File: src/rtl/rv32i_stage_sequencer_pkg.sv
// Shared stage indices, opcode bit positions and FSM state encodings for the
// multi-cycle RV32I sequencer and its handshake timer.
package rv32i_stage_sequencer_pkg;

  localparam int STAGE_FETCH     = 0;
  localparam int STAGE_DECODE    = 1;
  localparam int STAGE_EXECUTE   = 2;
  localparam int STAGE_MEMORY    = 3;
  localparam int STAGE_WRITEBACK = 4;
  localparam int STAGE_WIDTH     = 5;

  // One-hot decoded opcode bit positions.
  localparam int OPCODE_LUI    = 0;
  localparam int OPCODE_AUIPC  = 1;
  localparam int OPCODE_JAL    = 2;
  localparam int OPCODE_JALR   = 3;
  localparam int OPCODE_BRANCH = 4;
  localparam int OPCODE_LOAD   = 5;
  localparam int OPCODE_STORE  = 6;
  localparam int OPCODE_OPIMM  = 7;
  localparam int OPCODE_OP     = 8;
  localparam int OPCODE_FENCE  = 9;
  localparam int OPCODE_SYSTEM = 10;
  localparam int OPCODE_WIDTH  = 11;

  typedef enum logic [2:0] {
    ST_FETCH     = 3'd0,
    ST_DECODE    = 3'd1,
    ST_EXECUTE   = 3'd2,
    ST_MEMORY    = 3'd3,
    ST_WRITEBACK = 3'd4,
    ST_HALT      = 3'd5
  } state_e;

  function automatic logic is_onehot(input logic [OPCODE_WIDTH-1:0] op);
    return (op != '0) && ((op & (op - OPCODE_WIDTH'(1))) == '0);
  endfunction

endpackage

File: src/rtl/rv32i_handshake_timer.sv
// Shared request-wait counter for imem/dmem handshakes; o_expired flags the
// cycle in which the count would reach MEM_TIMEOUT.
module rv32i_handshake_timer #(
  parameter int unsigned MEM_TIMEOUT = 255
) (
  input  logic i_clk,
  input  logic i_rst,
  input  logic i_clear,
  input  logic i_count_en,
  output logic o_expired
);

  localparam logic [15:0] LAST_COUNT = 16'(MEM_TIMEOUT - 1);

  logic [15:0] cnt_q, cnt_d;

  always_comb begin
    cnt_d = cnt_q;
    if (i_clear)
      cnt_d = '0;
    else if (i_count_en)
      cnt_d = cnt_q + 16'd1;
  end

  always_ff @(posedge i_clk) begin
    if (i_rst)
      cnt_q <= '0;
    else
      cnt_q <= cnt_d;
  end

  // An ack in the final wait cycle suppresses i_count_en, so the ack wins.
  assign o_expired = i_count_en && (cnt_q == LAST_COUNT);

endmodule

File: src/rtl/rv32i_stage_sequencer.sv
// One-instruction-at-a-time FETCH/DECODE/EXECUTE/MEMORY/WRITEBACK controller
// with illegal-opcode and bus-timeout halt; ASRV32_INSTRET_EN enables o_instret.
module rv32i_stage_sequencer
  import rv32i_stage_sequencer_pkg::*;
#(
  parameter int unsigned MEM_TIMEOUT   = 255,
  parameter int unsigned INSTRET_WIDTH = 64
) (
  input  logic                     i_clk,
  input  logic                     i_rst,
  input  logic                     i_stall,
  input  logic [OPCODE_WIDTH-1:0]  i_opcode,
  input  logic                     i_imem_ack,
  input  logic                     i_dmem_ack,
  output logic [STAGE_WIDTH-1:0]   o_stage,
  output logic                     o_imem_req,
  output logic                     o_dmem_req,
  output logic                     o_writeback_en,
  output logic                     o_retire,
  output logic                     o_illegal_instr,
  output logic                     o_bus_error,
  output logic [INSTRET_WIDTH-1:0] o_instret
);

  state_e state_q, state_d;
  logic   illegal_q, illegal_d;
  logic   bus_err_q, bus_err_d;
  logic   mem_op, imem_req, dmem_req, wb_en;
  logic   timer_clear, timer_count, timer_expired;

  assign mem_op   = i_opcode[OPCODE_LOAD] | i_opcode[OPCODE_STORE];
  assign imem_req = (state_q == ST_FETCH) && !i_stall;
  assign dmem_req = (state_q == ST_MEMORY) && mem_op && !i_stall;
  assign wb_en    = (state_q == ST_WRITEBACK) && !i_stall;

  assign timer_count = (imem_req && !i_imem_ack) || (dmem_req && !i_dmem_ack);
  assign timer_clear = (state_d != state_q) &&
                       ((state_d == ST_FETCH) || (state_d == ST_MEMORY));

  rv32i_handshake_timer #(
    .MEM_TIMEOUT (MEM_TIMEOUT)
  ) u_timer (
    .i_clk      (i_clk),
    .i_rst      (i_rst),
    .i_clear    (timer_clear),
    .i_count_en (timer_count),
    .o_expired  (timer_expired)
  );

  always_comb begin
    state_d   = state_q;
    illegal_d = illegal_q;
    bus_err_d = bus_err_q;
    if (!i_stall) begin
      case (state_q)
        ST_FETCH: begin
          if (i_imem_ack) begin
            state_d = ST_DECODE;
          end else if (timer_expired) begin
            state_d   = ST_HALT;
            bus_err_d = 1'b1;
          end
        end
        ST_DECODE: begin
          if (is_onehot(i_opcode)) begin
            state_d = ST_EXECUTE;
          end else begin
            state_d   = ST_HALT;
            illegal_d = 1'b1;
          end
        end
        ST_EXECUTE: state_d = ST_MEMORY;
        ST_MEMORY: begin
          if (!mem_op || i_dmem_ack) begin
            state_d = ST_WRITEBACK;
          end else if (timer_expired) begin
            state_d   = ST_HALT;
            bus_err_d = 1'b1;
          end
        end
        ST_WRITEBACK: state_d = ST_FETCH;
        default:      state_d = ST_HALT;
      endcase
    end
  end

  always_ff @(posedge i_clk) begin
    if (i_rst) begin
      state_q   <= ST_FETCH;
      illegal_q <= 1'b0;
      bus_err_q <= 1'b0;
    end else begin
      state_q   <= state_d;
      illegal_q <= illegal_d;
      bus_err_q <= bus_err_d;
    end
  end

  always_comb begin
    o_stage = '0;
    if (!i_rst) begin
      case (state_q)
        ST_FETCH:     o_stage[STAGE_FETCH]     = 1'b1;
        ST_DECODE:    o_stage[STAGE_DECODE]    = 1'b1;
        ST_EXECUTE:   o_stage[STAGE_EXECUTE]   = 1'b1;
        ST_MEMORY:    o_stage[STAGE_MEMORY]    = 1'b1;
        ST_WRITEBACK: o_stage[STAGE_WRITEBACK] = 1'b1;
        default:      o_stage = '0;
      endcase
    end
  end

  assign o_imem_req      = imem_req && !i_rst;
  assign o_dmem_req      = dmem_req && !i_rst;
  assign o_writeback_en  = wb_en && !i_rst;
  assign o_retire        = wb_en && !i_rst;
  assign o_illegal_instr = illegal_q && !i_rst;
  assign o_bus_error     = bus_err_q && !i_rst;

`ifdef ASRV32_INSTRET_EN
  logic [INSTRET_WIDTH-1:0] instret_q, instret_d;

  assign instret_d = wb_en ? instret_q + INSTRET_WIDTH'(1) : instret_q;

  always_ff @(posedge i_clk) begin
    if (i_rst)
      instret_q <= '0;
    else
      instret_q <= instret_d;
  end

  assign o_instret = i_rst ? '0 : instret_q;
`else
  assign o_instret = '0;
`endif

endmodule

File: config.mk
export PLATFORM = sky130hd
export DESIGN_NAME = rv32i_stage_sequencer
export DESIGN_NICKNAME = d
export VERILOG_FILES = /design/src/rtl/rv32i_stage_sequencer_pkg.sv /design/src/rtl/rv32i_handshake_timer.sv /design/src/rtl/rv32i_stage_sequencer.sv
export SDC_FILE = /design/constraint.sdc
export NUM_CORES = 1
export LEC_CHECK = 0
export BUFFER_PORTS_ARGS = -buffer_cell sky130_fd_sc_hd__buf_2
export CORE_UTILIZATION = 40
export CTS_CLUSTER_DIAMETER = 150
export DETAILED_ROUTE_END_ITERATION = 6
export PLACE_DENSITY = 0.7
export SETUP_SLACK_MARGIN = 0.15
export SLEW_MARGIN = 20
export SYNTH_ARGS = -nofsm -noshare
export SYNTH_HDL_FRONTEND = slang
export SYNTH_SLANG_ARGS = --single-unit
File: constraint.sdc
create_clock -name i_clk -period 6.8 [get_ports i_clk]
set_input_delay 0.68 -clock i_clk [delete_from_list [all_inputs] [get_ports i_clk]]
set_output_delay 0.68 -clock i_clk [all_outputs]
set_load 0.02 [all_outputs]
## Word-level counts from Yosys, hierarchy flattened

Cells that the tools add are included.
W data, S select, Z words.

- Bits in registers: 21
- Bits of input ports: 16
- Word-level logic and storage cells: 65

- $add $sub $neg: 2
- Eq/ne operators: 9
- Multiplexer cells: 16
- Bitwise logic cells: 4
- Reductions and logical operators: 30

Operator list:

| cell | number |
|---|---|
| $add A16 B1 Y16 const B | 1 |
| $eq A16 B8 Y1 const B | 1 |
| $mux W3 | 5 |
| $pmux W3 S5 | 1 |
| $logic_and A1 B1 Y1 | 14 |
| $and A11 B11 Y11 | 1 |
| $logic_not A11 Y1 | 1 |
| $reduce_bool A11 Y1 | 1 |
| $sub A11 B1 Y11 const B | 1 |
| $eq A3 B2 Y1 const B | 3 |
| $mux W1 | 8 |
| $logic_not A3 Y1 | 2 |
| $logic_not A1 Y1 | 5 |
| $mux W5 | 1 |
| $ne A2 B2 Y1 const B | 2 |
| $reduce_and A4 Y1 | 1 |
| $eq A3 B1 Y1 const B | 1 |
| $eq A3 B3 Y1 const B | 1 |
| $logic_or A1 B1 Y1 | 3 |
| $ne A3 B3 Y1 | 1 |
| $reduce_and A3 Y1 | 1 |
| $not A1 Y1 | 2 |
| $pmux W1 S2 | 1 |
| $reduce_bool A2 Y1 | 1 |
| other kinds (2) | 2 |

## Longest topological paths before layout

- Word-level depth: 14
- Gate-level depth with buffers: 10
- Depth with buffers taken out: 9

## Cells and area by module

A second synthesis with hierarchy kept.

- Cell total of the unflattened synthesis: 237
- Area total of the unflattened synthesis: 1839.3 µm²

Modules (own cells, without submodules):

| module | instances | cells each | area an instance (µm²) | seq. area each (µm²) |
|---|---|---|---|---|
| rv32i_stage_sequencer | 1 | 151 | 1089.8 | 100.1 |
| rv32i_handshake_timer | 1 | 86 | 749.5 | 320.3 |

## Worst setup path before layout

Ideal clock, no wire load.

- Path kind: input -> register
- From: input port i_opcode[1]
- To: register u_timer.cnt_q[0]
- Library setup time: 0.145 ns
- Arrival: 2.594 ns
- Path slack: 4.060 ns
- Cell stages on the path: 8
- Path buffers: 1
- Cells stage by stage: nor4_2 -> nand2_1 -> xor2_1 -> a21oi_1 -> o21a_1 -> o21ai_1 -> clkbuf_1 -> a211oi_2

- Cells in the longest elaborated chain, start to end: 11
- Elaborated cells between the ends (all ways): 14

Ends and longest elaborated chain:

| element | RTL line | source |
|---|---|---|
| start: declaration | rv32i_stage_sequencer.sv:12 | `input logic [OPCODE_WIDTH-1:0] i_opcode,` |
| $sub A11 B1 Y11 | rv32i_stage_sequencer_pkg.sv:36 | `return (op != '0) && ((op & (op - OPCODE_WIDTH'(1))) == '0);` |
| $and A11 B11 Y11 | rv32i_stage_sequencer_pkg.sv:36 |  |
| $logic_not A11 Y1 | rv32i_stage_sequencer_pkg.sv:36 |  |
| $logic_and A1 B1 Y1 (*) | rv32i_stage_sequencer_pkg.sv:36 |  |
| $mux W3 (*) | rv32i_stage_sequencer.sv:65 | `if (is_onehot(i_opcode)) begin` |
| $pmux W3 S5 (*) | rv32i_stage_sequencer.sv:55 | `case (state_q)` |
| $mux W3 (*) | rv32i_stage_sequencer.sv:54 | `if (!i_stall) begin` |
| $eq A3 B2 Y1 or $logic_not A3 Y1 (tied branches) | rv32i_stage_sequencer.sv:38 | `((state_d == ST_FETCH) \|\| (state_d == ST_MEMORY));` |
| $logic_or A1 B1 Y1 | rv32i_stage_sequencer.sv:38 |  |
| $logic_and A1 B1 Y1 (*) | rv32i_stage_sequencer.sv:37 | `assign timer_clear = (state_d != state_q) &&` |
| $reduce_or A2 Y1 (no source line) (*) | -- |  |
| end signal: assignment | rv32i_handshake_timer.sv:29 | `cnt_q <= cnt_d;` |
| end: declaration | rv32i_handshake_timer.sv:15 | `logic [15:0] cnt_q, cnt_d;` |

Mark *: on every way between the ends. The rest lies on a longest branch, timed or not.
A chain may end at the register's enable or synchronous reset.

## Final worst setup path

- From: register u_timer.cnt_q[8]
- To: register u_timer.cnt_q[7]

- Cells in the longest elaborated chain, start to end: 10
- Elaborated cells between the ends (all ways): 13

Ends and longest elaborated chain:

| element | RTL line | source |
|---|---|---|
| $eq A16 B8 Y1 (*) | rv32i_handshake_timer.sv:33 | `assign o_expired = i_count_en && (cnt_q == LAST_COUNT);` |
| $logic_and A1 B1 Y1 (*) | rv32i_handshake_timer.sv:33 |  |
| $mux W3 (*) | rv32i_stage_sequencer.sv:59, rv32i_stage_sequencer.sv:76 |  |
| $mux W3 (on tied branches) | rv32i_stage_sequencer.sv:74, rv32i_stage_sequencer.sv:57 |  |
| $pmux W3 S5 (*) | rv32i_stage_sequencer.sv:55 |  |
| $mux W3 (*) | rv32i_stage_sequencer.sv:54 |  |
| $eq A3 B2 Y1 or $logic_not A3 Y1 (tied branches) | rv32i_stage_sequencer.sv:38 |  |
| $logic_or A1 B1 Y1 | rv32i_stage_sequencer.sv:38 |  |
| $logic_and A1 B1 Y1 (*) | rv32i_stage_sequencer.sv:37 |  |
| $reduce_or A2 Y1 (no source line) (*) | -- |  |

Marks and branches as above.

==> metrics <==
Cells after Synth=242; cell row count=25; Starting DRT DRC Count=60; DIE AREA=5180 sq um; critical path's slowest cell=or4_4; hold_sp=illegal_q$_SDFFE_PP0P_; ranking of synthesized cells by area=buf_4 (25%), dfxtp_1 (21%), a211oi_2 (5.8%); max_cap viols=0; RSZ-0062 raised after global routing=false; CTS sink count=21; total power=295 uW; HPWL Detailed=2520 um; max-slew violations=0; #FFs+latches synth=21; Synth Flop Type=dfxtp_1; GR Util All Layers=13.2%; CTS tree=built; DR DRC count=0; count leader, synth=buf_4; starting density of the core=41.5%; R2R Setup Slk=3.85 ns; GP Congestion=0.852; Final nets=282; CTS max path bufs=2; crit start category=flop; Yosys top cell area share=24.9%; critical path class=flop to flop; hold path depth=2; Setup WS pre-CTS=3.67 ns; latest clock arrival within the worst-skew pair=0.26 ns; DR WL met2=1650 um; Avg Inst Size Synth=8.09 sq um; CP peak stage delay=0.53 ns; io pins=91; Post-CTS Hold Buffers=0; Tcrit/Tclk final=43.4%; Post-Route Setup TNS=0 ns; final hold vios=0; PortBufs=26; gr ovfl total=0; Die H=72.0 um; first-pass GRT wire length=5550 um; Pwr Density=153 nW/um^2; final setup margin=3.85 ns; most instantiated cells after synthesis=buf_4 (65), dfxtp_1 (21), nor2_1 (15), nand2_1 (13); Diodes inserted=0; first-pass iteration count of the detailed router=4; die width=72.0 um; Slew Limit Headroom=55.8%; post-synth top area cell=buf_4; Max Used Layer=met4; vias in the first global route=1301; Synth Cell Area=1960 sq um; Syn. warnings=0; H-Tree Depth=1; FF-to-FF End=u_timer.cnt_q[7]$_SDFFE_PP0P_; CTS root buf=clkbuf_8; FF-to-FF path depth=7; CP Capture Type=flop; setup violators final=0; worst slew pin tran=0.650 ns; share of cells above drive strength 1=17.9%; Max VDD drop=0.0997 mV; status=finished clean; crit-path cells=or4_1, or4_4, or3_4, a31oi_1, o21ai_1, mux2i_4, a211oi_1; CP required=6.92 ns; LEAKAGE=0.794 nW; Vias=1559; area of the core=4720 sq um; ANT nets after route=0; area delta synth->final=-1.28%; WL met1=1500 um; clock period minus final worst setup slack=2.95 ns; Seq/Total Area, Yosys=21.5%; post_cts resized=0; clock skew after layout=0.00551 ns; f_max=0.339 GHz; critical path peak fanout=16; Distinct cells, synth=48; Post-synth EDFFs=0; setup bufs post-CTS=0; RR Startpoint=u_timer.cnt_q[8]$_SDFFE_PP0P_; met3 wire length=162 um; CP Data Arrival Time=3.08 ns; per-cell routed wire length=10.2 um; Async S/R FF share, synth=0%; Worst Hold Path EP=illegal_q$_SDFFE_PP0P_; Clk pin slew, worst setup/hold paths=0.08 ns; largest net degree at the start of global routing=29; worst hold-check path type=flop to flop; final wirelength=3360 um; CTS Buf Count=3; vias per cell=4.72; number of antenna violations at the first check in global routing=0
==> sequential cells by signal (all words and copies together) (netlist names) <==
name	flops
bus_err_q	1
state_q	3
u_timer.cnt_q	16
illegal_q	1
==> critical path, delay by kind of cell, from the launching register on <==
family | cells | cell delay [ns]
compound gates | 3 | 0.50
mux | 1 | 0.53
simple gates | 3 | 1.45
flops | 1 | 0.34
==> final cells by class <==
type / instances / area [sq um]
Timing Repair Buffer: 27 / 138
Clock buffer: 3 / 41.3
Clock inverter: 1 / 5.00
Inverter: 4 / 15.0
Multi-Input combinational cell: 207 / 1230
Sequential cell: 21 / 420
Tap cell: 67 / 83.8
Fill cell: 484 / 2790
==> stage by stage <==
stage               util (%)  hold WS, ns  cells  cell area (sq um)
detailed placement      39.9        0.461    326               1890
global route            40.9        0.510    330               1930
finish                  40.9        0.470    330               1930
CTS                     40.9        0.480    330               1930
global placement        39.9        0.448    326               1890
floorplan                  -        0.429    305               2190
==> worst max path at each step <==
stage | startpoint | end | slack (ns) | depth (start not counted)
6_report | u_timer.cnt_q[8]$_SDFFE_PP0P_ | u_timer.cnt_q[7]$_SDFFE_PP0P_ | 3.85 | 7
5_1_grt | u_timer.cnt_q[8]$_SDFFE_PP0P_ | u_timer.cnt_q[7]$_SDFFE_PP0P_ | 3.66 | 7
4_1_cts | u_timer.cnt_q[8]$_SDFFE_PP0P_ | u_timer.cnt_q[7]$_SDFFE_PP0P_ | 3.84 | 7
3_5_place_dp | i_opcode[1] | u_timer.cnt_q[7]$_SDFFE_PP0P_ | 3.67 | 8
3_3_place_gp | i_opcode[1] | u_timer.cnt_q[11]$_SDFFE_PP0P_ | 3.78 | 8
2_1_floorplan | i_opcode[1] | u_timer.cnt_q[0]$_SDFFE_PP0P_ | 4.06 | 8
==> logic make-up (layout without fill, tap and decap cells) <==
logic type | after synthesis | in the layout | synth area share, %
AND/OR/NAND/NOR | 83 | 83 | 23.7
buffers and inverters | 77 | 35 | 27.8
AO/OA/AOI/OAI | 40 | 40 | 16.7
flip-flops | 21 | 21 | 21.5
XOR/XNOR | 16 | 16 | 7.16
adder cells (fa/ha/maj) | 3 | 3 | 1.79
other | 1 | 64 | 0.192
multiplexers | 1 | 1 | 1.15
==> routing by layer <==
| layer | vias up | GRT usage (%) |
|---|---|---|
| met5 | - | 0 |
| met4 | 0 | 5.66 |
| met3 | 4 | 1.67 |
| met2 | 64 | 23.4 |
| met1 | 728 | 16.2 |
| li1 | 763 | - |
==> report_power, final <==
part / internal, mW / leakage, nW / switching [mW] / total [mW]
logic: 0.0192 / 0.599 / 0.0640 / 0.0832
registers: 0.125 / 0.170 / 0.00426 / 0.130
clock network: 0.0408 / 0.0255 / 0.0417 / 0.0826
total: 0.185 / 0.794 / 0.110 / 0.295
==> cell usage in the layout, fill, tap and decap left out, types with 5 or more instances in the layout <==
cell type,instances
nor3_1,7
and3_1,6
nand3_1,7
xnor2_1,9
a211oi_2,9
xor2_1,7
nand2_1,13
a211oi_1,7
nor2_1,15
conb_1,64
nand4_1,5
dfxtp_1,21
buf_2,26
(Power assumes the default switching activity.)
